--- src/rtl/fetch_unit.sv ---
// Instruction fetch front end: owns the program counter, fetches words from
// instruction memory over a req/ack handshake, buffers them in a two-entry
// queue and applies branch/jump redirects from the control block.
module fetch_unit #(
  parameter logic [31:0] RESET_PC  = 32'h0000_0000,
  parameter logic [31:0] NOP_INSTR = 32'h0000_0013
) (
  input  logic        clk,
  input  logic        rst,
  output logic        imem_req,
  output logic [31:0] imem_addr,
  input  logic        imem_ack,
  input  logic [31:0] imem_rdata,
  output logic [31:0] Instr,
  output logic [31:0] PC,
  output logic [31:0] PCPlus4,
  output logic        instr_valid,
  input  logic        instr_ready,
  input  logic        PCsrc,
  input  logic        reg_jump,
  input  logic [31:0] ImmExt,
  input  logic [31:0] ALUResult,
  output logic        fetch_fault
);

  logic [31:0] fetch_pc_reg;
  logic [31:0] q_instr_reg [2];
  logic [31:0] q_pc_reg    [2];
  logic        rd_ptr_reg;
  logic        wr_ptr_reg;
  logic [1:0]  count_reg;
  logic        fault_reg;

  logic        pop;
  logic        redirect;
  logic        push;
  logic [31:0] target;

  // Request depends only on registered occupancy (and reset), never on the
  // consumer's ready, so there is no combinational path through the queue.
  assign imem_req    = (count_reg != 2'd2) && !rst;
  assign imem_addr   = fetch_pc_reg;
  assign instr_valid = (count_reg != 2'd0);
  assign fetch_fault = fault_reg;

  assign Instr   = instr_valid ? q_instr_reg[rd_ptr_reg] : NOP_INSTR;
  assign PC      = instr_valid ? q_pc_reg[rd_ptr_reg]    : 32'h0000_0000;
  assign PCPlus4 = PC + 32'd4;

  assign pop      = instr_valid && instr_ready;
  assign redirect = pop && PCsrc;
  // A redirect discards whatever memory returns in the same cycle.
  assign push     = imem_req && imem_ack && !redirect;
  assign target   = reg_jump ? ALUResult : (PC + ImmExt);

  // Queue storage: each slot captures the returned word and its address
  // when the write pointer selects it. Contents need no reset because
  // occupancy alone decides whether they are visible.
  for (genvar gi = 0; gi < 2; gi++) begin : g_slot
    localparam logic SLOT = 1'(gi);
    always_ff @(posedge clk) begin
      if (push && (wr_ptr_reg == SLOT)) begin
        q_instr_reg[gi] <= imem_rdata;
        q_pc_reg[gi]    <= fetch_pc_reg;
      end
    end
  end

  // Program counter, queue pointers/occupancy and the sticky fault flag.
  always_ff @(posedge clk) begin
    if (rst) begin
      fetch_pc_reg <= RESET_PC;
      rd_ptr_reg   <= 1'b0;
      wr_ptr_reg   <= 1'b0;
      count_reg    <= 2'd0;
      fault_reg    <= 1'b0;
    end else if (redirect) begin
      fetch_pc_reg <= {target[31:2], 2'b00};
      rd_ptr_reg   <= 1'b0;
      wr_ptr_reg   <= 1'b0;
      count_reg    <= 2'd0;
      if (target[1:0] != 2'b00) begin
        fault_reg <= 1'b1;
      end
    end else begin
      if (push) begin
        fetch_pc_reg <= fetch_pc_reg + 32'd4;
        wr_ptr_reg   <= ~wr_ptr_reg;
      end
      if (pop) begin
        rd_ptr_reg <= ~rd_ptr_reg;
      end
      case ({push, pop})
        2'b10:   count_reg <= count_reg + 2'd1;
        2'b01:   count_reg <= count_reg - 2'd1;
        default: count_reg <= count_reg;
      endcase
    end
  end

endmodule

--- config.mk ---
export PLATFORM = sky130hd
export DESIGN_NAME = fetch_unit
export DESIGN_NICKNAME = d
export VERILOG_FILES = /design/src/rtl/fetch_unit.sv
export SDC_FILE = /design/constraint.sdc
export NUM_CORES = 1
export LEC_CHECK = 0
export CAP_MARGIN = 15
export CELL_PAD_IN_SITES_DETAIL_PLACEMENT = 0
export CELL_PAD_IN_SITES_GLOBAL_PLACEMENT = 1
export CORE_ASPECT_RATIO = 1.5
export CORE_MARGIN = 2
export CORE_UTILIZATION = 39
export DETAILED_ROUTE_END_ITERATION = 6
export HOLD_SLACK_MARGIN = 0.05
export PLACE_DENSITY_LB_ADDON = 0.25
export SLEW_MARGIN = 0
export SYNTH_ARGS = -nofsm -noshare
export SYNTH_HDL_FRONTEND = slang
export SYNTH_SLANG_ARGS = --single-unit
--- constraint.sdc ---
create_clock -name clk -period 7.3 [get_ports clk]
set_clock_uncertainty 0.05 [all_clocks]
set_input_delay 1.46 -clock clk [delete_from_list [all_inputs] [get_ports clk]]
set_output_delay 1.46 -clock clk [all_outputs]
set_load 0.05 [all_outputs]
==> reports/qor_table.md <==
| Step | Item | This run |
| --- | --- | --- |
| grt | Via count of the first global-routing pass | 8056 |
| yosys | Seq/Total Area, Yosys | 46.39% |
| worst setup path | Standard cell with the maximum stage delay on the critical path | sky130_fd_sc_hd__dfxtp_4 |
| floorplanning | Number of standard-cell rows in the floorplan | 70 |
| route | Met1 wire length | 11840 um |
| clock network | CTS tree | done |
| sta | Number of hold-slack violations in the final timing report | 0 |
| min path | Min-Delay Path Class | flip-flop to flip-flop |
| layout | Diode count | 0 |
| layout | Fin nets | 1273 |
| yosys | Number of distinct standard cells referenced by the synthesized netlist | 88 |
| route | Via count | 8002 |
| worst setup path | Critical path launch point type | flip-flop |
| route | Final routed wirelength across all metal layers | 29740 um |
| grt | GRT overflow | 0 |
| run | Total of max-cap violations | 0 |
| layout | Growth of design area from synthesis to finish | 33.03% |
| clock network | CTS clk-pin slew, worst paths | 60 ps |
| yosys | Prevailing post-synth register cell | sky130_fd_sc_hd__edfxtp_1 |
| grt | Antenna violations before repair | 0 |
| layout | Final non-filler cell total | 1481 |
| placement | Placed inst area | 0.01215 mm^2 |
| placement | Placer congestion estimate | 0.8870 |
| route | Number of search-and-repair iterations in the first detailed-routing pass | 4 |
| clock network | Maximum level of the CTS H-tree | 4 |
| worst setup path | Cell breakdown of the critical path | mux2i_1 > or3_1 > or4_4 > nor3_4 > nand4_1 > or2_1 > nor2_1 > nand2_1 > xnor2_1 > clkdlybuf4s50_1 |
| route | Number of DRC violations after detailed routing | 0 |
| route | Number of nets still failing antenna checks after routing | 0 |
| worst setup path | WP data arrival | 4440 ps |
| worst setup path | Maximum fanout along the worst path | 47 |
| floorplanning | Die extent in x | 132.0 um |
| yosys | Number of instances in the synthesized netlist | 929 |
| layout | Area taken by flip-flops and latches | 0.004448 mm^2 |
| pwr | Sequential share of power | 28.0% |
| worst setup path | Worst EP required | 5790 ps |
| pwr | Maximum VDD drop | 182.7 uV |
| clock network | Maximum number of buffers from clock root to sink | 2 |
| route | Highest layer used for signal routing | met4 |
| sta | Slew HR | 25.88% |
| sta | Post-route minimum period | 5948 ps |
| yosys | Flip-flop and latch count after synthesis | 160 |
| pwr | Power consumption | 4.345 mW |
| clock network | Num CTS Buffers | 17 |
| floorplanning | Standard cell core area | 0.02426 mm^2 |
| layout | Leading cell type in the layout, fill and taps excluded | sky130_fd_sc_hd__clkdlybuf4s50_1 |
| worst setup path | Crit Path Category | flip-flop to output port |
| clock network | Post-CTS Hold Fix Bufs | 0 |
| sta | Total of endpoints with negative setup slack in the final report | 0 |
| placement | Buffers added on ports | 226 |
| route | Met3 wire length | 1658 um |
| yosys | Total number of yosys warnings | 0 |
| pwr | Switching power | 1.938 mW |
| pwr | Leakage power summed over all cells | 4.350 nW |
| sta | Unrepaired setup endpoints after global routing | false |
| grt | Total GRT Usage | 22.90% |
| worst setup path | Worst setup EP type | output port |
| pwr | Switching share of power | 44.60% |
| sta | Maximum clock frequency | 168.1 MHz |
| floorplanning | Die Y-Extent | 196.0 um |
| worst setup path | Delay of the slowest critical-path stage | 900 ps |
| pwr | Part of the total power dissipated in combinational logic | 50.8% |
| floorplanning | Top-Level Pins | 233 |
| clock network | CTS-repair resized insts | 0 |
| pwr | Clk pwr share | 21.1% |
| route | Met2 wirelength from detailed routing | 14890 um |
| sta | Final Cycle Share | 81.47% |
| clock network | CTS Sinks | 160 |
| clock network | CTS root buf | sky130_fd_sc_hd__clkbuf_16 |
| yosys | Cell area after synthesis | 0.009580 mm^2 |
| layout | Footprint of the multi-input gates | 0.004822 mm^2 |
| route | Vias per Instance | 5.403 |
| route | 1st-iter DRT viols | 357 |
| yosys | Number of flops mapped to enable cells by yosys | 124 |
| route | Routed WL per cell | 20.08 um |
| clock network | Clk_lat worst skew | 440 ps |
| layout | Highest-count cells in the layout ignoring fill and taps | 225 x sky130_fd_sc_hd__clkdlybuf4s50_1, 124 x sky130_fd_sc_hd__edfxtp_1, 118 x sky130_fd_sc_hd__nor2_1, 58 x sky130_fd_sc_hd__mux2i_1, 54 x sky130_fd_sc_hd__xnor2_1 |
| pwr | Internal | 2.407 mW |
| placement | Final HPWL DP | 22000 um |
| grt | Global-route wire length before repair | 45260 um |
| placement | Inst Count DP | 1450 |
| grt | Largest net degree at the start of global routing | 61 |
| layout | Fillers | 2277 |
| sta | Slew at the pin closest to its max-slew limit | 1109 ps |
| yosys | Synthesized area per cell | 10.31 um^2 |
| layout | Summed area of non-filler cells in the final layout | 0.01274 mm^2 |
| layout | Number of flip-flops in the largest register | 64 |
| outcome | Outcome | finished, final reports clean |
| clock network | Post-CTS repair timing setup buffer count | 0 |
| sta | Setup_tns | 0 ps |
| layout | Ratio of cells with drive above 1 in the final layout | 7.692% |
| sta | Final number of max-transition violations | 0 |
| sta | Smallest hold slack | 416.4 ps |
| pwr | Power density normalized to cell area | 340.9 mW/mm^2 |
| yosys | Ys async rst share | 0% |
| floorplanning | DIE AREA | 0.02586 mm^2 |
| floorplanning | Effective utilization at floorplan | 39.49% |
## layer usage
layer,vias to the layer above,global-route usage (%)
li1,3869,-
met5,-,0
met2,282,40.18
met1,3785,25.97
met3,66,5.013
met4,0,12.04
## kinds of logic after synthesis
group	share of synthesized area, %
fa+ha+maj	4.244
flops	46.39
other cells	0.03914
mux	7.758
xor+xnor	7.940
compound gates	13.43
buf+inv	3.618
simple gates	16.59
## area by class of cell
cell class	count	share of cell area [%]
multi-input cells	697	37.84
flip-flops and latches	160	34.90
repair buffers	240	18.54
clock buffers	19	3.397
well taps	324	3.181
clock inverters	12	1.296
inverters	29	0.8541
## cell usage after synthesis, drive strengths merged (3+ instances only)
cell type | count | share of area, %
clkbuf | 24 | 0.94
or2 | 4 | 0.26
and3 | 8 | 0.52
nand4 | 20 | 1.3
and4 | 4 | 0.37
edfxtp | 124 | 39
nor3b | 5 | 0.39
nor2 | 122 | 4.9
o31ai | 6 | 0.47
nor3 | 40 | 2.4
a21oi | 30 | 1.6
o211ai | 4 | 0.31
nand3b | 3 | 0.37
a221oi | 3 | 0.34
dfxtp | 36 | 7.5
o211a | 5 | 0.52
a21boi | 5 | 0.43
nand3 | 31 | 1.6
nor4 | 6 | 0.46
inv | 29 | 1.1
o221ai | 4 | 0.43
nand2 | 55 | 2.2
and2 | 7 | 0.48
mux2i | 60 | 6.3
xor2 | 31 | 2.8
ha | 25 | 3.3
a31oi | 9 | 0.65
o311ai | 3 | 0.27
nand2b | 8 | 0.52
xnor2 | 55 | 5.1
or3 | 3 | 0.20
a21o | 5 | 0.39
o21ai | 27 | 1.4
a311oi | 5 | 0.46
mux2 | 11 | 1.4
o21a | 8 | 0.71
o21bai | 6 | 0.47
buf | 24 | 1.5
maj3 | 7 | 0.77
a211oi | 38 | 3.0
nor2b | 3 | 0.20
## stage by stage
stage                     worst slack (ps)  util [%]
after floorplan                       1416         -
after global placement                1821     50.07
after detailed placement              1759     50.07
after CTS                             1294     52.53
after global routing                  1129     52.53
final                                 1352     52.53
## critical path: cells and delay by family, from the launching register on
| family | cells | cell delay, ps |
|---|---|---|
| flip-flops | 1 | 900 |
| buffers and inverters | 1 | 830 |
| AND/OR/NAND/NOR | 7 | 1860 |
| multiplexers | 1 | 190 |
| XOR/XNOR | 1 | 160 |
## power groups by stage
stage               Combinational [mW]  Sequential [mW]  Clock [mW]
finish                            2.21             1.22       0.918
global route                      2.34             1.23       0.973
global placement                  2.20             1.24           0
detailed placement                2.21             1.24           0
floorplan                         1.44             1.29           0
CTS                               2.22             1.22       0.935
## path summary, 6_finish.rpt
path	startpoint	to	slack, ps	depth (start not counted)
hold / removal	fetch_fault	fetch_fault	420	2
setup reg to reg	flip-flop	imem_addr[22]	2710	15
hold reg to reg	fetch_fault	fetch_fault	420	2
setup / recovery	flip-flop	PCPlus4[28]	1350	10
(Power assumes the default switching activity.)
